**config.mk**
```make
export PLATFORM = sky130hd
export DESIGN_NAME = note_recorder
export DESIGN_NICKNAME = d
export VERILOG_FILES = /design/src/rtl/note_recorder_pkg.sv /design/src/rtl/note_recorder_crossing_detector.sv /design/src/rtl/note_recorder.sv
export SDC_FILE = /design/constraint.sdc
export NUM_CORES = 1
export LEC_CHECK = 0
export CAP_MARGIN = 20
export CORE_MARGIN = 5
export CORE_UTILIZATION = 40
export CTS_CLUSTER_DIAMETER = 50
export DETAILED_ROUTE_END_ITERATION = 6
export SLEW_MARGIN = 20
export SYNTH_ARGS = -nofsm -noshare
export SYNTH_HDL_FRONTEND = slang
export SYNTH_SLANG_ARGS = --single-unit
```
**constraint.sdc**
```tcl
create_clock -name rate_divider_clock -period 2.16 [get_ports rate_divider_clock]
set_input_delay 0.324 -clock rate_divider_clock [delete_from_list [all_inputs] [get_ports rate_divider_clock]]
set_output_delay 0.324 -clock rate_divider_clock [all_outputs]
set_load 0.02 [all_outputs]
```
**src/rtl/note_recorder_pkg.sv**
```systemverilog
// Shared constants for the note-table datapath.
// FSM encoding, table geometry defaults and the silence code.
package note_recorder_pkg;

   // Recorder FSM encoding (legacy 2-bit constants).
   localparam logic [1:0] IDLE    = 2'd0;
   localparam logic [1:0] CAPTURE = 2'd1;
   localparam logic [1:0] WRITE   = 2'd2;
   localparam logic [1:0] DONE    = 2'd3;

   // Geometry shared with the tone player and note-table RAM.
   localparam int DELAY_W_DEF = 19;
   localparam int ADDR_W_DEF  = 2;

   // A stored period of zero means "no tone in this slot".
   localparam int SILENCE = 0;

   // Counter width able to hold 0 .. n-1 (at least one bit).
   function automatic int cnt_width(input int n);
      return (n > 1) ? $clog2(n) : 1;
   endfunction

endpackage

```
**src/rtl/note_recorder_crossing_detector.sv**
```systemverilog
// Hysteresis polarity tracker with a rising-crossing pulse.
// Ports: sample/consume/clear in; pol register and rise pulse out.
module crossing_detector #(
   parameter int DATA_W = 32,
   parameter int THRESH = 1000000
) (
   input  logic                     rate_divider_clock,
   input  logic                     reset,
   input  logic signed [DATA_W-1:0] sample,
   input  logic                     consume,
   input  logic                     clear,
   output logic                     pol,
   output logic                     rise
);

   localparam logic signed [DATA_W-1:0] POS_T = DATA_W'(THRESH);
   localparam logic signed [DATA_W-1:0] NEG_T = -POS_T;

   logic pol_next;

   // Inside the dead band the previous polarity holds.
   always_comb begin
      pol_next = pol;
      if (sample > POS_T)
         pol_next = 1'b1;
      else if (sample < NEG_T)
         pol_next = 1'b0;
   end

   // Combinational so the owner sees the crossing on the
   // same sample that causes it.
   assign rise = consume & ~pol & pol_next;

   always_ff @(posedge rate_divider_clock) begin
      if (reset || clear)
         pol <= 1'b0;
      else if (consume)
         pol <= pol_next;
   end

endmodule

```
**src/rtl/note_recorder.sv**
```systemverilog
// Measures input tone period per note slot, writes the note table.
// Ports: clock/reset, start, audio FIFO handshake, RAM write port, busy/done.
module note_recorder
   import note_recorder_pkg::*;
#(
   parameter int DATA_W       = 32,
   parameter int DELAY_W      = DELAY_W_DEF,
   parameter int ADDR_W       = ADDR_W_DEF,
   parameter int SLOT_SAMPLES = 4800,
   parameter int THRESH       = 1000000
) (
   input  logic                     rate_divider_clock,
   input  logic                     reset,
   input  logic                     start,
   input  logic                     audio_in_available,
   input  logic signed [DATA_W-1:0] left_channel_audio_in,
   output logic                     read_audio_in,
   output logic                     mem_we,
   output logic [ADDR_W-1:0]        mem_addr,
   output logic [DELAY_W-1:0]       mem_wdata,
   output logic                     busy,
   output logic                     done
);

   localparam int SLOT_W = cnt_width(SLOT_SAMPLES);

   localparam logic [SLOT_W-1:0]  SLOT_LAST = SLOT_W'(SLOT_SAMPLES - 1);
   localparam logic [DELAY_W-1:0] P_MAX     = '1;
   localparam logic [DELAY_W-1:0] P_SILENT  = DELAY_W'(SILENCE);
   localparam logic [ADDR_W-1:0]  A_LAST    = '1;

   logic [1:0]         state;
   logic [SLOT_W-1:0]  slot_cnt;
   logic [DELAY_W-1:0] period_cnt;
   logic [DELAY_W-1:0] last_period;
   logic [DELAY_W-1:0] period_inc;
   logic [DELAY_W-1:0] last_next;
   logic               locked;
   logic               pol;
   logic               rise;
   logic               consume;
   logic               go;
   logic               slot_end;
   logic               st_idle;
   logic               st_cap;
   logic               st_wr;
   logic               unused_pol;

   assign st_idle = (state == IDLE) | (state == DONE);
   assign st_cap  = (state == CAPTURE);
   assign st_wr   = (state == WRITE);

   assign consume       = audio_in_available & st_cap;
   assign read_audio_in = consume;
   assign go            = start & st_idle;
   assign slot_end      = consume & (slot_cnt == SLOT_LAST);

   // Polarity itself is only needed by the detector.
   assign unused_pol = pol;

   // Sample count since the last crossing, saturating.
   assign period_inc = (period_cnt == P_MAX) ? P_MAX
                                             : period_cnt + 1'b1;

   // The first crossing only locks phase; later ones close a period.
   always_comb begin
      last_next = last_period;
      if (rise && locked)
         last_next = period_inc;
   end

   crossing_detector #(
      .DATA_W (DATA_W),
      .THRESH (THRESH)
   ) u_xdet (
      .rate_divider_clock (rate_divider_clock),
      .reset              (reset),
      .sample             (left_channel_audio_in),
      .consume            (consume),
      .clear              (go),
      .pol                (pol),
      .rise               (rise)
   );

   always_ff @(posedge rate_divider_clock) begin
      if (reset) begin
         state       <= IDLE;
         mem_we      <= 1'b0;
         mem_addr    <= '0;
         mem_wdata   <= P_SILENT;
         busy        <= 1'b0;
         done        <= 1'b0;
         slot_cnt    <= '0;
         period_cnt  <= '0;
         last_period <= P_SILENT;
         locked      <= 1'b0;
      end else begin
         mem_we <= 1'b0;
         unique case (1'b1)
            st_idle: begin
               if (go) begin
                  state       <= CAPTURE;
                  busy        <= 1'b1;
                  done        <= 1'b0;
                  mem_addr    <= '0;
                  slot_cnt    <= '0;
                  period_cnt  <= '0;
                  last_period <= P_SILENT;
                  locked      <= 1'b0;
               end
            end
            st_cap: begin
               // Gaps in availability simply freeze everything.
               if (consume) begin
                  slot_cnt    <= slot_cnt + 1'b1;
                  last_period <= last_next;
                  if (rise) begin
                     period_cnt <= '0;
                     locked     <= 1'b1;
                  end else begin
                     period_cnt <= period_inc;
                  end
                  // Final sample's update is folded into the write data.
                  if (slot_end) begin
                     state     <= WRITE;
                     mem_we    <= 1'b1;
                     mem_wdata <= last_next;
                  end
               end
            end
            st_wr: begin
               // Phase state (pol, locked, period_cnt) spans slots.
               last_period <= P_SILENT;
               slot_cnt    <= '0;
               if (mem_addr == A_LAST) begin
                  state <= DONE;
                  busy  <= 1'b0;
                  done  <= 1'b1;
               end else begin
                  mem_addr <= mem_addr + 1'b1;
                  state    <= CAPTURE;
               end
            end
         endcase
      end
   end

endmodule
```
==> results of run 1 <==
==> routing by layer <==
layer	track usage [%]	vias up	share of wire, %
li1	-	1808	-
met2	28.7	83	48
met4	6.76	0	1.5
met3	3.88	10	4.8
met1	21.2	1639	46
met5	0	-	0
==> area by class of cell <==
cell class / instances / area share, %
multi-input combinational: 345 / 42.5
inverter: 13 / 0.962
clock buffer: 9 / 2.44
tap: 129 / 3.18
timing repair buffer: 94 / 17.8
sequential: 79 / 31.2
clock inverter: 7 / 2.02
==> registers in the layout, indices dropped and copies added (netlist names), 2 cells and up <==
name         flops
mem_wdata       19
slot_cnt        13
state            2
last_period     19
period_cnt      19
mem_addr         2
==> cells in the final DEF (no fill, tap or decap), drive strengths merged, types with 2 or more instances in the layout <==
master          n
xor2            8
nand2          53
nor2           32
nand4b          2
nand3          33
nor4           10
mux2i          19
nand4          13
dfxtp          79
xnor2          15
a21oi          34
a31oi           2
ha              6
and3            4
o31ai           2
bufinv          2
a21o            4
or3             4
nor3           16
buf            34
clkbuf         10
nand2b         20
a221oi          2
clkdlybuf4s50  59
inv            16
o21ai          26
a21boi          2
or2             4
nor2b           2
a22o           18
==> power by group through the flow <==
stage                     Combinational (uW)  Sequential (uW)  Clock, uW
after floorplan                          231             1520          0
after global placement                   448             1520          0
after detailed placement                 459             1520          0
after CTS                                463             1480       1290
after global routing                     519             1490       1360
final                                    468             1480       1260
==> cell usage after synthesis, types with 2 or more instances <==
library cell  count  share of area [%]
a21oi_2           2               0.45
xor2_1            8                1.8
nor3_1           16                2.1
or3_1             4               0.65
nand2b_1         20                3.2
o31ai_1           2               0.39
nand2_1          53                5.2
a31oi_1           2               0.32
o21ai_0          15                1.9
buf_2             5               0.65
nand3_1          33                4.3
clkbuf_1         12                1.2
nand4_1          13                2.1
o21ai_1          11                1.4
ha_1              6                1.9
and3_1            3               0.49
dfxtp_1          79                 41
a21oi_1          32                4.1
a22o_1           18                4.1
a21o_1            4               0.78
nand4b_1          2               0.45
xnor2_1          15                3.4
nor2_1           31                3.0
nor2b_1           2               0.32
nor4_1            9                1.5
inv_1            13                1.3
buf_4             2               0.39
mux2i_1          19                4.9
or2_2             4               0.65
buf_6             2               0.58
a21boi_0          2               0.39
a221oi_1          2               0.45
==> worst max-delay path, stage by stage <==
cell and delay [ps]:
clkdlybuf4s50_1 480, nand4_1 130, nor3_1 290, a221o_1 320, nand4_1 180, buf_12 200, or2_2 290, a21oi_1 120
==> through the flow <==
step           hold WS (ps)  utilization [%]  power, uW
5_1_grt                 477             54.4       3360
2_1_floorplan           440                -       1750
3_5_place_dp            440             51.7       1980
4_1_cts                 452             54.2       3240
3_3_place_gp            436             51.7       1970
6_report                447             54.4       3210
==> cells by family (layout without fill, tap and decap cells) <==
kind of cell,after synthesis,after routing,share of synthesized area [%]
XOR/XNOR,23,23,5.22
adder cells (fa/ha/maj),6,6,1.94
AO/OA/AOI/OAI,99,99,17.0
buffers and inverters,34,123,4.05
multiplexers,20,20,5.22
AND/OR/NAND/NOR,197,197,25.6
flip-flops,79,79,41.0
==> worst min-delay path by stage <==
stage,start,to,cells past startpoint
2_1_floorplan,start,u_xdet.pol,1
3_3_place_gp,mem_wdata[13],mem_wdata[13],2
3_5_place_dp,mem_wdata[17],mem_wdata[17],2
4_1_cts,mem_wdata[17],mem_wdata[17],2
5_1_grt,mem_wdata[17],mem_wdata[17],2
6_report,mem_wdata[17],mem_wdata[17],2
==> repair_timing <==
item | CTS | global route
pin swaps | 0 | 0
endpoints found under the setup margin | 21 | 23
hold endpoints to repair | 0 | 0
gates resized for setup | 3 | 8
==> reports/qor.csv, run 1 <==
stage,metric,value,unit
sta,slew_viol_final,0,
critical_path,end_kind,flop,
synthesis,ys_warn_count,0,
critical_path,criticalPathCategory,in -> reg,
sta,final.period_utilization,95.3,%
clocking,post_cts_buffers,0,
synthesis,synth_area,3860,um^2
routing,avgRoutedWirePerCell,13.7,um
finish,n_antenna_cell,0,
die,core_area,9330,um^2
hold_path,min_path_type,reg -> reg,
critical_path,worstRegToRegCells,6,
pwr,pwr-share-comb,14.6,%
finish,drive_gt1_share,13.0,%
finish,multiInputGateArea,2150,um^2
synthesis,avgSynthCellArea,8.43,um^2
sta,clock.fmax,486,MHz
critical_path,worstReg2RegStart,period_cnt[7],
place,placed_cells,660,
pwr,p_int,2350,uW
synthesis,syn_inst,458,
sta,fin_crit,2060,ps
die,start_util,41.4,%
critical_path,startpoint,left_channel_audio_in[16],
sta,rsz0062_at_grt,false,
synthesis,ys_ff_latch,79,
clocking,clockBufferDepth,2,
sta,tightestPinTransition,437,ps
finish,fin_nets,584,
critical_path,crit_end,last_period[10],
sta,hold_viol,0,
global_routing,grtUsageTotal,17.1,%
synthesis,synthFlopType,dfxtp_1,
global_routing,overflow,0,
critical_path,crit_required,2440,ps
clocking,cts_sinks,79,
finish,regArea,1580,um^2
global_routing,grt_max_degree,39,
place,preCtsSetupSlack,-244,ps
finish,fin_cells,676,
sta,final-setup-viol-count,0,
global_routing,grt_pass1_wl,16300,um
finish,fillers,912,
finish,syn_to_final_growth,31.4,%
clocking,path_clk_slew,90,ps
synthesis,yosys.cell_types.count,49,
pwr,seqPwrFrac,46.2,%
sta,clock-skew-final,12.5,ps
pwr,vdd_ir_drop_max,0.291,mV
place,place_area,4830,um^2
sta,fin_setup_tns,0,ps
sta,maxSlewHeadroom,70.8,%
pwr,clockPowerShare,39.2,%
synthesis,syn_nets,500,
critical_path,timing.rr.end,last_period[4],
clocking,cts_hold_buf,0,
die,die-area,11700,um^2
routing,postRouteAntennaNets,0,
clocking,clkLatencyLatePin,350,ps
clocking,numCtsBuffers,9,
place,dp_hpwl,7000,um
die,row_count,35,
synthesis,synthArstFlopShare,0,%
critical_path,r2r_slack,220,ps
synthesis,synth-edff-count,0,
global_routing,antenna_found_initial,0,
routing,vias,3540,
clocking,clockRootBuffer,clkbuf_8,
routing,drc,0,
global_routing,grt_pass1_vias,3538,
sta,setup_ws,103,ps
die,io_pins,61,
clocking,htreeDepth,3,
clocking,cts_tree,built,
place,gp_congestion,0.792,
pwr,power.share.switching,26.9,%
critical_path,worstPathMaxFanout,38,
critical_path,critPathArrivalTime,2340,ps
die,die_y,108,um
synthesis,synth_seq_area_share,41.0,%
finish,fin_area,5070,um^2
pwr,p_per_area,633,nW/um^2
routing,vias_per_cell,5.24,
run,drv_cap,0,
routing,routed_wirelength,9250,um
routing,initialDrtViolationCount,107,
die,die_w,108,um
pwr,leakagePower,0.00175,uW
routing,firstDrtPassIters,4,
pwr,p_sw,865,uW
place,port_buffers,60,
outcome,status,finished clean,
critical_path,startpoint_type,primary input,
Power figures use the tool's default switching activity.
==> run 2: changes to the inputs <==
--- a/config.mk
+++ b/config.mk
@@ -10,6 +10,7 @@
 export CORE_UTILIZATION = 40
 export CTS_CLUSTER_DIAMETER = 50
 export DETAILED_ROUTE_END_ITERATION = 6
+export RECOVER_POWER = 100
 export SLEW_MARGIN = 20
 export SYNTH_ARGS = -nofsm -noshare
 export SYNTH_HDL_FRONTEND = slang
==> run 2 against run 1 <==
  * Via count fell by 0.48%
  * Die area unchanged
  * Clock skew hardly changed
  * Cell area fell by 0.67%
  * Critical path depth did not move
  * Combinational power decreased by 2%
  * Worst hold slack got worse by 3.0 ps
  * Register-to-register slack barely moved
  * Clock power is essentially flat
==> reports/qor.csv, run 2 (synthesis results as in run 1) <==
stage,metric,value,unit
clocking,post_cts_buffers,0,
hold_path,min_path_cells,2,
routing,initialDrtViolationCount,95,
clocking,clockRootBuffer,clkbuf_8,
pwr,leakagePower,0.00182,uW
clocking,numCtsBuffers,9,
routing,avgRoutedWirePerCell,13.7,um
place,dp_hpwl,7000,um
sta,tightestPinTransition,433,ps
die,row_count,35,
pwr,p_int,2340,uW
critical_path,worstReg2RegStart,state[0],
critical_path,critPathArrivalTime,2340,ps
critical_path,critPathMaxStageDelay,420,ps
finish,fin_nets,584,
sta,hold_viol,0,
clocking,clockBufferDepth,2,
global_routing,grt_max_degree,39,
finish,layout_common_cells,"dfxtp_1, nand2_1, clkdlybuf4s50_1",
pwr,pwr-share-comb,14.4,%
global_routing,grtUsageTotal,17.1,%
global_routing,grt_pass1_vias,3538,
pwr,vdd_ir_drop_max,0.292,mV
sta,maxSlewHeadroom,71.0,%
pwr,p_per_area,635,nW/um^2
critical_path,crit_required,2440,ps
die,core_area,9330,um^2
finish,n_antenna_cell,0,
critical_path,worstRegToRegCells,9,
sta,final.period_utilization,95.3,%
routing,postRouteAntennaNets,0,
die,die_y,108,um
clocking,cts_sinks,79,
critical_path,critPathTopFamily,compound AO/OA/AOI/OAI gates,
clocking,cts_tree,built,
critical_path,worstPathMaxFanout,15,
critical_path,timing.rr.end,mem_wdata[18],
outcome,status,finished clean,
pwr,seqPwrFrac,46.4,%
pwr,p_sw,856,uW
clocking,clkLatencyLatePin,350,ps
pwr,clockPowerShare,39.2,%
hold_path,hold_start,mem_wdata[17],
global_routing,grt_pass1_wl,16300,um
routing,vias_per_cell,5.21,
sta,clock-skew-final,12.7,ps
sta,final-setup-viol-count,0,
pwr,power.share.switching,26.8,%
sta,clock.fmax,486,MHz
clocking,htreeDepth,3,
finish,drive_gt1_share,12.2,%
sta,fin_hold_ws,444,ps
critical_path,r2r_slack,220,ps
place,port_buffers,60,
sta,slew_viol_final,0,
critical_path,criticalPathCategory,in -> reg,
hold_path,min_path_type,reg -> reg,
place,gp_congestion,0.792,
sta,rsz0062_at_grt,false,
routing,vias,3523,
critical_path,startpoint_type,primary input,
critical_path,critPathBufInv,2,
global_routing,overflow,0,
routing,routed_wirelength,9240,um
critical_path,cp_slowest_cell,clkdlybuf4s50_1,
place,preCtsSetupSlack,-244,ps
routing,firstDrtPassIters,4,
critical_path,end_kind,flop,
die,io_pins,61,
die,start_util,41.4,%
sta,setup_ws,100,ps
run,drv_cap,0,
critical_path,path_cells,clkdlybuf4s50_1 -> nor4_1 -> nand3_1 -> a221o_1 -> a311oi_4 -> buf_12 -> a32oi_1 -> a21oi_2,
routing,drc,0,
hold_path,whs_endpoint,mem_wdata[17],
clocking,path_clk_slew,90,ps
finish,fillers,920,
finish,final_common_cell,dfxtp_1,
finish,reg.largest.list,"last_period x19, mem_wdata x19, period_cnt x19",
die,die_w,108,um
finish,fin_area,5040,um^2
finish,fin_util,54.0,%
global_routing,antenna_found_initial,0,
sta,fin_setup_tns,0,ps
sta,fin_crit,2060,ps
finish,syn_to_final_growth,30.6,%
place,place_area,4830,um^2
die,die-area,11700,um^2
run 2: changes by cell type in the layout (fill, tap and decap cells not counted), moves of 3 or more:
cell / previous run / this run
o21ai_1: 11 / 8
clkbuf_1: 0 / 3
o21ai_0: 15 / 18
clkdlybuf4s50_1: 59 / 35
dlygate4sd3_1: 0 / 24
run 2: through the flow:
stage | instances | total power [uW]
floorplan | 458 | 1750
global placement | 660 | 1970
detailed placement | 660 | 1980
CTS | 676 | 3240
global route | 676 | 3360
finish | 676 | 3200
run 2: how the worst max path moves through the flow:
stage	start	to	slack, ps	depth (start not counted)
finish	left_channel_audio_in[30]	period_cnt[2]	100	8
global route	left_channel_audio_in[30]	period_cnt[10]	10	7
CTS	state[0]	read_audio_in	50	5
detailed placement	left_channel_audio_in[16]	last_period[3]	-240	8
global placement	left_channel_audio_in[16]	last_period[10]	-170	8
floorplan	state[0]	period_cnt[3]	60	10
run 2: worst reg2reg max path, delay by kind of cell (launching register included):
family	cells	cell delay, ps
mux	1	250
compound gates	1	90
flops	1	330
fa+ha+maj	1	290
simple gates	3	380
buf+inv	3	460
run 2: repair_timing:
item / CTS / global route
hold endpoints to repair: 0 / 0
gates cloned: 0 / 0
hold buffers: 0 / 0
endpoints found under the setup margin: 21 / 23
pin swaps: 0 / 0
resized for setup: 3 / 8
run 2: power by group through the flow:
stage / Combinational (uW) / Sequential [uW] / Clock [uW]
after CTS: 463 / 1480 / 1290
after floorplan: 231 / 1520 / 0
after global placement: 448 / 1520 / 0
final: 459 / 1480 / 1260
after global routing: 511 / 1490 / 1360
after detailed placement: 459 / 1520 / 0
run 2: routing by layer:
metal	wire length [um]	vias to the layer above	GRT usage, %
li1	-	1811	-
met1	4220	1613	21.2
met2	4400	85	28.7
met3	446	14	3.88
met4	174	0	6.76
met5	0	-	0
run 2: layout make-up:
class	count	area (um^2)	share of cell area [%]
multi-input combinational	345	2150	42.6
sequential	79	1580	31.4
timing repair buffer	94	875	17.4
tap	129	161	3.20
clock buffer	9	124	2.46
clock inverter	7	103	2.04
inverter	13	48.8	0.968
==> run 3: changes to the inputs <==
--- a/config.mk
+++ b/config.mk
@@ -8,8 +8,9 @@
 export CAP_MARGIN = 20
 export CORE_MARGIN = 5
 export CORE_UTILIZATION = 40
-export CTS_CLUSTER_DIAMETER = 50
+export CTS_CLUSTER_DIAMETER = 100
 export DETAILED_ROUTE_END_ITERATION = 6
+export PLACE_DENSITY = 0.67
 export RECOVER_POWER = 100
 export SLEW_MARGIN = 20
 export SYNTH_ARGS = -nofsm -noshare
==> run 3 against run 2 <==
  * Cell area rose by 4.3%
  * Non-clock buffer count rose by 14
  * Combinational power rose by 5.9%
  * Clock skew fell by 1.3 ps
  * Flip-flop and latch count did not move
  * Via count rose by 4.8%
  * Critical path depth rose by 1
  * Total power fell by 3.6%
  * Critical path type unchanged
  * Largest cell class unchanged
  * Clock power fell by 12%
  * Die area did not move
  * First-iteration DRC count rose by 41%
  * Setup slack got worse by 46 ps
==> reports/qor.csv, run 3 (synthesis results as in run 1) <==
stage,metric,value,unit
outcome,status,finished clean,
finish,fin_cells,690,
place,gp_congestion,0.860,
die,core_area,9330,um^2
critical_path,critPathArrivalTime,2400,ps
finish,fin_nets,598,
global_routing,grtUsageTotal,17.0,%
die,die-area,11700,um^2
sta,maxSlewHeadroom,50.4,%
die,die_w,108,um
clocking,numCtsBuffers,9,
routing,vias,3692,
routing,avgRoutedWirePerCell,14.7,um
routing,routed_wirelength,10200,um
finish,syn_to_final_growth,36.2,%
finish,final_common_cell,dfxtp_1,
sta,fin_hold_ws,447,ps
critical_path,worstPathMaxFanout,7,
routing,firstDrtPassIters,5,
sta,final-setup-viol-count,0,
pwr,vdd_ir_drop_max,0.293,mV
sta,setup_ws,54.4,ps
finish,n_antenna_cell,0,
clocking,htreeDepth,3,
routing,initialDrtViolationCount,134,
hold_path,min_path_type,reg -> reg,
hold_path,hold_start,mem_wdata[16],
routing,postRouteAntennaNets,0,
hold_path,min_path_cells,2,
critical_path,startpoint_type,primary input,
global_routing,overflow,0,
clocking,clkLatencyLatePin,360,ps
clocking,cts_hold_buf,0,
place,port_buffers,60,
place,preCtsSetupSlack,-451,ps
place,placed_cells,667,
sta,clock.fmax,475,MHz
place,dp_hpwl,7090,um
global_routing,antenna_found_initial,0,
clocking,clockRootBuffer,clkbuf_8,
sta,slew_viol_final,0,
sta,tightestPinTransition,743,ps
global_routing,grt_max_degree,39,
routing,drc,0,
routing,vias_per_cell,5.35,
critical_path,r2r_slack,150,ps
pwr,finalPower,3080,uW
sta,fin_setup_tns,0,ps
sta,clock-skew-final,11.4,ps
finish,fillers,841,
critical_path,worstRegToRegCells,9,
critical_path,timing.rr.end,period_cnt[6],
sta,fin_crit,2110,ps
finish,drive_gt1_share,15.2,%
finish,reg.largest.list,"last_period x19, mem_wdata x19, period_cnt x19",
sta,hold_viol,0,
die,die_y,108,um
critical_path,worstReg2RegStart,state[0],
global_routing,grt_pass1_vias,3544,
run,drv_cap,0,
clocking,cts_tree,built,
die,row_count,35,
die,io_pins,61,
hold_path,whs_endpoint,mem_wdata[16],
critical_path,end_kind,flop,
finish,layout_common_cells,"dfxtp_1, nand2_1, buf_4",
critical_path,criticalPathCategory,in -> reg,
clocking,clockBufferDepth,2,
sta,final.period_utilization,97.5,%
clocking,cts_sinks,79,
clocking,path_clk_slew,80,ps
global_routing,grt_pass1_wl,16400,um
critical_path,crit_required,2460,ps
die,start_util,41.4,%
pwr,leakagePower,0.00204,uW
pwr,p_per_area,586,nW/um^2
[run 3: report_power, final]
| group | internal (uW) | switching, uW | total (uW) |
|---|---|---|---|
| clock | 541 | 572 | 1110 |
| sequential | 1470 | 13.4 | 1480 |
| combinational | 218 | 268 | 486 |
| total | 2230 | 854 | 3080 |
[run 3: cell type report]
| class | count | area [um^2] | area share, % |
|---|---|---|---|
| multi-input combinational | 345 | 2180 | 41.5 |
| sequential | 79 | 1580 | 30.1 |
| timing repair buffer | 108 | 1090 | 20.7 |
| tap | 129 | 161 | 3.07 |
| clock buffer | 10 | 128 | 2.43 |
| clock inverter | 6 | 67.6 | 1.29 |
| inverter | 13 | 48.8 | 0.928 |
[run 3: how the worst max path moves through the flow]
stage | cells past startpoint | endpoint | startpoint
3_5_place_dp | 8 | mem_wdata[4] | left_channel_audio_in[16]
2_1_floorplan | 10 | period_cnt[3] | state[0]
3_3_place_gp | 9 | mem_wdata[4] | left_channel_audio_in[16]
4_1_cts | 9 | last_period[10] | left_channel_audio_in[16]
5_1_grt | 9 | period_cnt[11] | left_channel_audio_in[14]
6_report | 9 | period_cnt[6] | left_channel_audio_in[14]
[run 3: per-stage QoR]
stage	utilization (%)	cell area (um^2)
after global routing	56.4	5260
after floorplan	-	3860
final	56.4	5260
after CTS	54.3	5060
after detailed placement	52.0	4850
after global placement	52.0	4850
[run 3: worst max-delay path: stages]
cell             delay [ps]
clkdlybuf4s50_1         450
nor2_2                  170
nor3_2                   70
buf_4                   130
a221o_1                 390
buf_6                   150
a311oi_4                340
clkbuf_16               230
a22o_1                  140
[run 3: per-layer routing]
metal	global-route usage [%]	routed length, um
met4	3.61	103
met3	4.72	575
met1	21.1	4570
met5	0	0
met2	29.5	4920
[run 3: what timing repair did]
action | 4_1_cts | 5_1_grt
endpoints found under the setup margin | 36 | 58
setup buffers | 1 | 4
cloned | 0 | 2
gates resized for setup | 2 | 28
pin swaps | 2 | 10
